## src/rtl/retire_exp_fifo.sv

```systemverilog
// Expected-result FIFO: wrap-bit pointers, head visible combinationally.
// Pushes while full and pops while empty are dropped.
module retire_exp_fifo #(
    parameter int DEPTH = 16,
    parameter int WIDTH = 37
) (
    input  logic                     clk,
    input  logic                     reset,
    input  logic                     push,
    input  logic                     pop,
    input  logic [WIDTH-1:0]         din,
    output logic [WIDTH-1:0]         head,
    output logic                     full,
    output logic                     empty,
    output logic [$clog2(DEPTH):0]   count
);
    localparam int AW = $clog2(DEPTH);

    logic [WIDTH-1:0] mem [DEPTH];
    logic [AW:0]      wr_ptr;
    logic [AW:0]      rd_ptr;
    logic             do_push;
    logic             do_pop;

    assign do_push = push && !full;
    assign do_pop  = pop && !empty;

    always_ff @(posedge clk) begin
        if (reset) begin
            wr_ptr <= '0;
            rd_ptr <= '0;
        end else begin
            if (do_push) wr_ptr <= wr_ptr + (AW+1)'(1);
            if (do_pop)  rd_ptr <= rd_ptr + (AW+1)'(1);
        end
    end

    always_ff @(posedge clk) begin
        if (do_push) mem[wr_ptr[AW-1:0]] <= din;
    end

    assign head  = mem[rd_ptr[AW-1:0]];
    assign empty = (wr_ptr == rd_ptr);
    // Same slot index but different lap bit means the writer is a full lap ahead.
    assign full  = (wr_ptr[AW] != rd_ptr[AW]) && (wr_ptr[AW-1:0] == rd_ptr[AW-1:0]);
    assign count = wr_ptr - rd_ptr;

endmodule

```

## config.mk

```make
export PLATFORM = sky130hd
export DESIGN_NAME = retire_exp_fifo
export DESIGN_NICKNAME = d
export VERILOG_FILES = /design/src/rtl/retire_exp_fifo.sv
export SDC_FILE = /design/constraint.sdc
export NUM_CORES = 1
export LEC_CHECK = 0
export CORE_ASPECT_RATIO = 2
export CORE_MARGIN = 4
export CORE_UTILIZATION = 55
export CTS_BUF_LIST = sky130_fd_sc_hd__clkbuf_4 sky130_fd_sc_hd__clkbuf_8 sky130_fd_sc_hd__clkbuf_16
export DETAILED_ROUTE_END_ITERATION = 8
export GPL_ROUTABILITY_DRIVEN = 0
export PLACE_DENSITY = 0.79
export SLEW_MARGIN = 30
export SYNTH_ARGS = -nofsm -noshare
export SYNTH_HDL_FRONTEND = slang
export SYNTH_SLANG_ARGS = --single-unit
```

## constraint.sdc

```tcl
create_clock -name clk -period 10.5 [get_ports clk]
set_clock_uncertainty 0.1 [all_clocks]
set_input_delay 3.15 -clock clk [delete_from_list [all_inputs] [get_ports clk]]
set_output_delay 3.15 -clock clk [all_outputs]
set_load 0.01 [all_outputs]
```

; ---- Word level (Yosys, flattened, before mapping)
; Memories as Yosys holds them, arrays and structs flattened. A register that Yosys moved wholly into a read port is not among the register bits.
; Cells that the tools add are included.
[totals]
ff_bits = 10
mem_bits_rw = 592
output_inout_bits = 44
wordCells = 18
memories = 1
[memory_table]
columns = memory, words, width, read_ports, rd_ports_with_merged_regs, write_ports, line_no
row1 = mem, 16, 37, 1, 1, 1, 19  ; logic [WIDTH-1:0] mem [DEPTH];
[op_classes]
add_sub_neg = 3
n_eq_ne = 3
n_mux = 4
reduce_logical = 5
[op_table]
columns = operator, n
row1 = adder 5 x 1 -> 5 bit (second input constant), 2
row2 = 2-to-1 mux 4 bit, 2
row3 = equality test 5 bit, 1
row4 = subtractor 5 bit, 1
row5 = equality test 4 bit, 1
row6 = logical AND 1 bit, 3
row7 = zero test 1 bit, 2
row8 = 2-to-1 mux 1 bit, 2
row9 = != test 1 bit, 1

; ---- Logic depth before layout (Yosys ltp)
; Gate-level depths: netlist of the first run.
[depth]
word_depth = 6
mapped_depth = 7

; ---- Worst setup path after synthesis of the first run
; Ideal clock, no wire load.
[synth_path]
path_type = input-to-reg
from = in push
to = mem mem[15][0], enable pin
arrival_ps = 6114
required_time_ps = 9908
path_slack_ps = 3794
stages = 2
n_path_buf = 0
path_cell_list = nand2_1 -> a211oi_1
[synth_between]
elab_chain_cells = 3
[synth_rtl]
columns = item, line_no
row1 = from (decl), 9  ; input logic push,
row2 = logical AND 1 bit, 25  ; assign do_push = push && !full;
row3 = 2-to-1 mux 1 bit, 39  ; if (do_push) mem[wr_ptr[AW-1:0]] <= din;
row4 = 2-to-1 mux 1 bit (not written as such), 39
row5 = to (decl), 19
; No other way between the ends.

==> qor.csv, run 1 <==
stage,metric,value,unit
status,outcome,completed,
cts,cts_sinks,606,
timing,max-slew-margin-rel,39.62,%
route,drt_first_iter_violations,1200,
min_path,worstHoldPathCells,2,
floorplan,fp-row-count,105,
route,vias,10820,
cts,post-cts-setup-buffer-count,0,
logic_synthesis,synth_top_family_by_area,multiplexers,
critical_path,crit_path_max_fanout,99,
global_routing,grt_overflow,0,
cts,root_buffer,clkbuf_16,
floorplan,dieArea,45260,um2
logic_synthesis,synth_xor_area_share,0.4580,%
critical_path,crit_slowest_cell,dfxtp_4,
critical_path,cpPeakStageDelay,0.71,ns
cells_and_area,fin_util,63.43,%
critical_path,start_kind,flip-flop,
critical_path,cp_num_buf_inv,2,
place,place_hpwl,23.60,mm
cts,cts_resized,0,
cts,cts_tree,done,
timing,period_needed,6.773,ns
logic_synthesis,avgSynthCellArea,22.74,um2
cells_and_area,final_nets,1165,
critical_path,path_class,reg2out,
cells_and_area,fill_cells,2592,
global_routing,grt_pass1_wl,74.58,mm
cts,cts_hold_buf,0,
cells_and_area,diodes,0,
logic_synthesis,syn_nets,1060,
logic_synthesis,syn_inst,1009,
cts,clkTransAtPathRegs,0.07,ns
logic_synthesis,synth-simple-area-share,1.532,%
floorplan,pin_count,85,
floorplan,core_area,41120,um2
cells_and_area,final_common_cell,edfxtp_1,
critical_path,cp.required,7.25,ns
logic_synthesis,yosysWarnings,0,
cts,insertion_delay,0.56,ns
place,io_buffers,84,
route,drtAntennaViolNets,0,
timing,final_max_slew_viol_count,0,
timing,fin_ws,3.727,ns
critical_path,r2r_cells,6,
logic_synthesis,netlist_area,22950,um2
route,drc,0,
global_routing,grtUsageTotal,21.96,%
logic_synthesis,synthAdderAreaFrac,0.5779,%
global_routing,antenna_found_initial,1,
floorplan,start_util,55.81,%
power,vdd_drop_max,154.5,uV
min_path,worst_hold_path_type,reg2reg,
timing,period_share,64.51,%
power,power.density,198.2,nW/um2
flow_run,cap_violations,0,
cts,h-tree-depth,2,
floorplan,die_x,152.4,um
power,p_leak,7.974,nW
timing,timing_hold_violations_final,0,
cells_and_area,drive_gt1_share,23.52,%
timing,finalSetupViolations,0,
logic_synthesis,muxShareOfSynthArea,14.57,%
cts,cts_buffers,46,
route,wl,49.14,mm
critical_path,rrSetupSlack,7.06,ns
timing,fmax,0.1476,GHz
place,post-place-ws,4.238,ns
timing,worst_pin_slew,0.9057,ns
critical_path,end_kind,output port,
critical_path,path_cells,buf_12 > mux4_2 > a22oi_1 > nand2_1 > clkdlybuf4s50_1,
logic_synthesis,ys_seq_area_share,78.68,%
route,routedWlPerCell,29.20,um
route,drt_pass1_iterations,5,
cts,cts_buffer_depth,3,
global_routing,grt_pass1_vias,11500,
global_routing,grt_max_degree,100,
route,routed_via_density,6.428,
critical_path,worst_ep_arrival_time,3.52,ns
logic_synthesis,synth_seq_cells,606,
logic_synthesis,yosysUniqueCellTypes,33,
timing,rsz0062_at_grt,false,
cells_and_area,final_cell_mix,"edfxtp_1 (592), mux4_2 (148), clkdlybuf4s50_1 (84)",
cells_and_area,area_growth,13.65,%
floorplan,die_h,296.9,um
min_path,worstHoldStart,rd_ptr[3]$_SDFFE_PP0P_,
timing,tns,0,ns
logic_synthesis,synth_compound_area_share,2.835,%
critical_path,path_delay_family,buffers and inverters,
min_path,hold_end,rd_ptr[3]$_SDFFE_PP0P_,
critical_path,r2r-start,wr_ptr[2]$_SDFFE_PP0P_,
critical_path,reg2reg_to,mem[10][35]$_DFFE_PP_,
==> worst max path at each step <==
stage	from	end	slack, ns	depth (start not counted)
2_1_floorplan	push	mem[15][0]$_DFFE_PP_	3.79	2
3_3_place_gp	flip-flop	head[2]	3.84	5
3_5_place_dp	flip-flop	head[24]	4.24	5
4_1_cts	flip-flop	head[2]	3.57	5
5_1_grt	flip-flop	head[13]	3.40	5
6_report	flip-flop	head[13]	3.73	5
==> registers in the layout, indices dropped and copies added, names as in the netlist, named ones only <==
name and flops:
mem 592, wr_ptr 5, rd_ptr 5
==> metal layers <==
| metal | track usage (%) | routed length [um] | vias up |
|---|---|---|---|
| met5 | 0 | 13 | - |
| met1 | 29.11 | 17530 | 5703 |
| met4 | 6.137 | 1299 | 2 |
| met2 | 38.22 | 26670 | 559 |
| met3 | 3.628 | 3631 | 95 |
| li1 | - | - | 4460 |
==> cells by family (layout without fill, tap and decap cells) <==
| family | after synthesis | after routing |
|---|---|---|
| AOI/OAI and AO/OA | 89 | 89 |
| and+or+nand+nor | 84 | 84 |
| buffers and inverters | 59 | 198 |
| xor gates and xnor gates | 12 | 12 |
| adders and majority gates | 10 | 10 |
| DFF | 606 | 606 |
| muxes | 149 | 149 |
==> layout make-up <==
class | instances | area (um2) | area share (%)
Clock buffer | 55 | 1236 | 4.740
Timing Repair Buffer | 108 | 1046 | 4.011
Multi-Input combinational cell | 344 | 4722 | 18.11
Clock inverter | 27 | 312.8 | 1.199
Sequential cell | 606 | 18060 | 69.26
Inverter | 8 | 30.03 | 0.1151
Tap cell | 535 | 669.4 | 2.567
==> where the power goes <==
| part | leakage, nW | total, mW | internal [mW] | switching, mW |
|---|---|---|---|---|
| combinational | 1.75 | 0.650 | 0.356 | 0.293 |
| sequential | 5.46 | 2.72 | 2.69 | 0.0346 |
| clock | 0.756 | 1.80 | 0.998 | 0.802 |
==> per-stage QoR <==
| step | instance area (um2) | std cells | hold WS, ns | power, mW |
|---|---|---|---|---|
| floorplan | 22950 | 1009 | 0.3869 | 3.214 |
| CTS | 26080 | 1683 | 0.4349 | 5.213 |
| global route | 26080 | 1683 | 0.4893 | 5.358 |
| global placement | 24510 | 1600 | 0.4129 | 3.412 |
| finish | 26080 | 1683 | 0.4385 | 5.170 |
| detailed placement | 24530 | 1601 | 0.4171 | 3.428 |
==> synth_stat cells, drive strengths merged <==
master	number	area [um2]
a2111oi	1	8.760
a211oi	1	7.510
a21o	3	22.52
a21oi	6	30.03
a22oi	74	555.5
and2	1	6.260
and3	1	6.260
and4	1	8.760
buf	31	204.0
clkbuf	20	75.07
dfxtp	14	280.3
edfxtp	592	17780
fa	1	20.02
ha	9	112.6
inv	8	30.03
mux2i	1	10.01
mux4	148	3333
nand2	42	157.7
nand2b	2	12.51
nand3	5	25.02
nand4	1	6.260
nor2	24	90.09
nor2b	2	12.51
nor3	4	20.02
o211ai	1	7.510
o21ai	3	18.77
or3	1	6.260
xnor2	7	61.31
xor2	5	43.79
==> worst register-to-register path, stage by stage (launching register included) <==
cell and delay, ns:
dfxtp_1 0.58, ha_1 0.37, and4_1 0.27, nand2_1 0.21
nand3_1 0.33, nor2_4 0.65, buf_4 0.55
Power figures use the tool's default switching activity.
==> inputs of run 2 (changes only) <==
- PLACE_DENSITY: 0.79 -> 0.82
- clock period: 10.5 -> 5.8 ns (I/O delays scaled with it)
==> run 2 against run 1 <==
- critical endpoint is now head[21]
- final cell count up 0.89%
- combinational power up 85%
- non-clock buffer count up 11
==> qor.csv, run 2 (synthesis results as in run 1) <==
stage,metric,value,unit,change
cells_and_area,drive_gt1_share,24.10,%,+0.58 points
cts,cts_hold_buf,0,,unchanged
critical_path,r2r-start,wr_ptr[2]$_SDFFE_PP0P_,,
floorplan,die_h,296.9,um,unchanged
route,top_layer,met5,,
global_routing,antenna_found_initial,2,,+1
critical_path,endpoint,head[21],,
critical_path,cp.required,3.96,ns,-3.29 ns
timing,max-slew-margin-rel,34.88,%,-4.7 points
timing,fmax,0.1958,GHz,
critical_path,path_class,reg2out,,
route,vias,10990,,+1.6%
critical_path,crit_path_max_fanout,48,,-52%
route,dr_wl_met2,27.22,mm,+2.1%
cts,root_buffer,clkbuf_16,,
global_routing,grt_max_degree,55,,-45%
critical_path,path_cells,buf_12 > mux4_2 > a22oi_1 > nand2_1 > clkdlybuf4s50_1,,
cells_and_area,fin_area,26090,um2,about the same
cts,insertion_delay,0.57,ns,about the same
route,drt_pass1_iterations,7,,+2
place,io_buffers,84,,unchanged
timing,worst_pin_slew,0.9768,ns,+0.07110 ns
route,drc,0,,unchanged
cells_and_area,final_cell_mix,"edfxtp_1 (592), mux4_2 (148), clkdlybuf4s50_1 (84)",,
power,p_leak,8.001,nW,+0.34%
timing,fin_ws,0.6933,ns,-3.033 ns
flow_run,cap_violations,0,,unchanged
cells_and_area,final_common_cell,edfxtp_1,,
floorplan,core_area,41120,um2,unchanged
floorplan,dieArea,45260,um2,unchanged
route,drtAntennaViolNets,0,,unchanged
cts,h-tree-depth,2,,unchanged
cells_and_area,fill_cells,2539,,-2.0%
power,power.density,351.3,nW/um2,+77%
cts,cts_resized,0,,unchanged
timing,tns,0,ns,unchanged
floorplan,fp-row-count,105,,unchanged
global_routing,grt_pass1_wl,76.23,mm,+2.2%
route,met1_length,17.16,mm,-2.1%
timing,final_max_slew_viol_count,0,,unchanged
timing,timing_hold_violations_final,0,,unchanged
critical_path,r2r_cells,6,,unchanged
timing,period_needed,5.107,ns,
place,place_area,24660,um2,+0.54%
cts,cts_tree,done,,
route,routedWlPerCell,29.60,um,+1.4%
critical_path,worst_ep_arrival_time,3.27,ns,-0.25 ns
route,wl_met3,3.974,mm,+9.4%
place,place_hpwl,26.81,mm,+14%
timing,finalSetupViolations,0,,unchanged
global_routing,grtUsageTotal,22.50,%,+0.54 points
critical_path,start_kind,flip-flop,,
cells_and_area,largest_reg_flops,592,,unchanged
timing,period_share,88.05,%,
floorplan,start_util,55.81,%,unchanged
global_routing,grt_pass1_vias,11740,,+2.1%
cts,cts_buffer_depth,3,,unchanged
route,routed_via_density,6.472,,+0.67%
route,drt_first_iter_violations,1441,,+20%
floorplan,die_x,152.4,um,unchanged
critical_path,reg2reg_to,mem[4][23]$_DFFE_PP_,,
power,vdd_drop_max,218.4,uV,+41%
cells_and_area,area_growth,13.70,%,about the same
cts,post-cts-setup-buffer-count,0,,unchanged
critical_path,end_kind,output port,,
cts,cts_sinks,606,,unchanged
place,post-place-ws,1.234,ns,-3.004 ns
cts,cts_buffers,46,,unchanged
global_routing,grt_overflow,0,,unchanged
min_path,worst_hold_path_type,reg2reg,,
critical_path,rrSetupSlack,2.47,ns,-4.59 ns
cts,clkTransAtPathRegs,0.07,ns,about the same
status,outcome,completed,,
critical_path,crit_slowest_cell,dfxtp_4,,
timing,rsz0062_at_grt,false,,
power,power.total,9.166,mW,+77%
route,wl,50.26,mm,+2.3%
critical_path,cpPeakStageDelay,0.73,ns,+0.02 ns
floorplan,pin_count,85,,unchanged
cells_and_area,final_nets,1176,,+0.94%
## run 2: worst min-delay path by stage
| stage | from | end | slack (ns) | cells after the start |
|---|---|---|---|---|
| after floorplan | rd_ptr[3]$_SDFFE_PP0P_ | flip-flop | 0.39 | 2 |
| after global placement | rd_ptr[3]$_SDFFE_PP0P_ | rd_ptr[3]$_SDFFE_PP0P_ | 0.42 | 2 |
| after detailed placement | rd_ptr[3]$_SDFFE_PP0P_ | rd_ptr[3]$_SDFFE_PP0P_ | 0.43 | 2 |
| after CTS | rd_ptr[3]$_SDFFE_PP0P_ | flip-flop | 0.43 | 2 |
| after global routing | rd_ptr[3]$_SDFFE_PP0P_ | flip-flop | 0.50 | 2 |
| final | rd_ptr[3]$_SDFFE_PP0P_ | flip-flop | 0.44 | 2 |
## run 2: area by class of cell
class	count	area, um2	area share (%)
inverter	8	30.03	0.1151
clock inverter	31	196.4	0.7529
timing repair buffer	119	1179	4.517
sequential	606	18060	69.23
clock buffer	54	1229	4.709
tap	535	669.4	2.565
multi-input combinational	344	4722	18.10
antenna	1	2.502	0.009590
## run 2: per-stage QoR
stage	hold WS (ns)	util, %	instances
2_1_floorplan	0.3869	-	1009
6_report	0.4351	63.45	1698
3_5_place_dp	0.4252	59.98	1612
4_1_cts	0.4317	63.45	1697
3_3_place_gp	0.4160	59.98	1612
5_1_grt	0.5030	63.45	1698
## run 2: critical path: cells and delay by family, from the launching register on
kind            cells  cell delay [ns]
flops               1             0.73
compound gates      1             0.28
mux                 1             0.55
buf+inv             2             0.94
simple gates        1             0.15
## run 2: layer usage
| metal | global-route usage [%] | up-vias |
|---|---|---|
| li1 | - | 4495 |
| met1 | 28.89 | 5745 |
| met2 | 39.51 | 623 |
| met3 | 3.234 | 124 |
| met4 | 8.155 | 2 |
| met5 | 0 | - |
## run 2: power by group
part	total [mW]	leakage [nW]	internal (mW)	switching (mW)
Combinational	1.20	1.83	0.658	0.542
Sequential	4.92	5.46	4.86	0.0586
Clock	3.05	0.709	1.58	1.47
Total	9.17	8.00	7.10	2.07
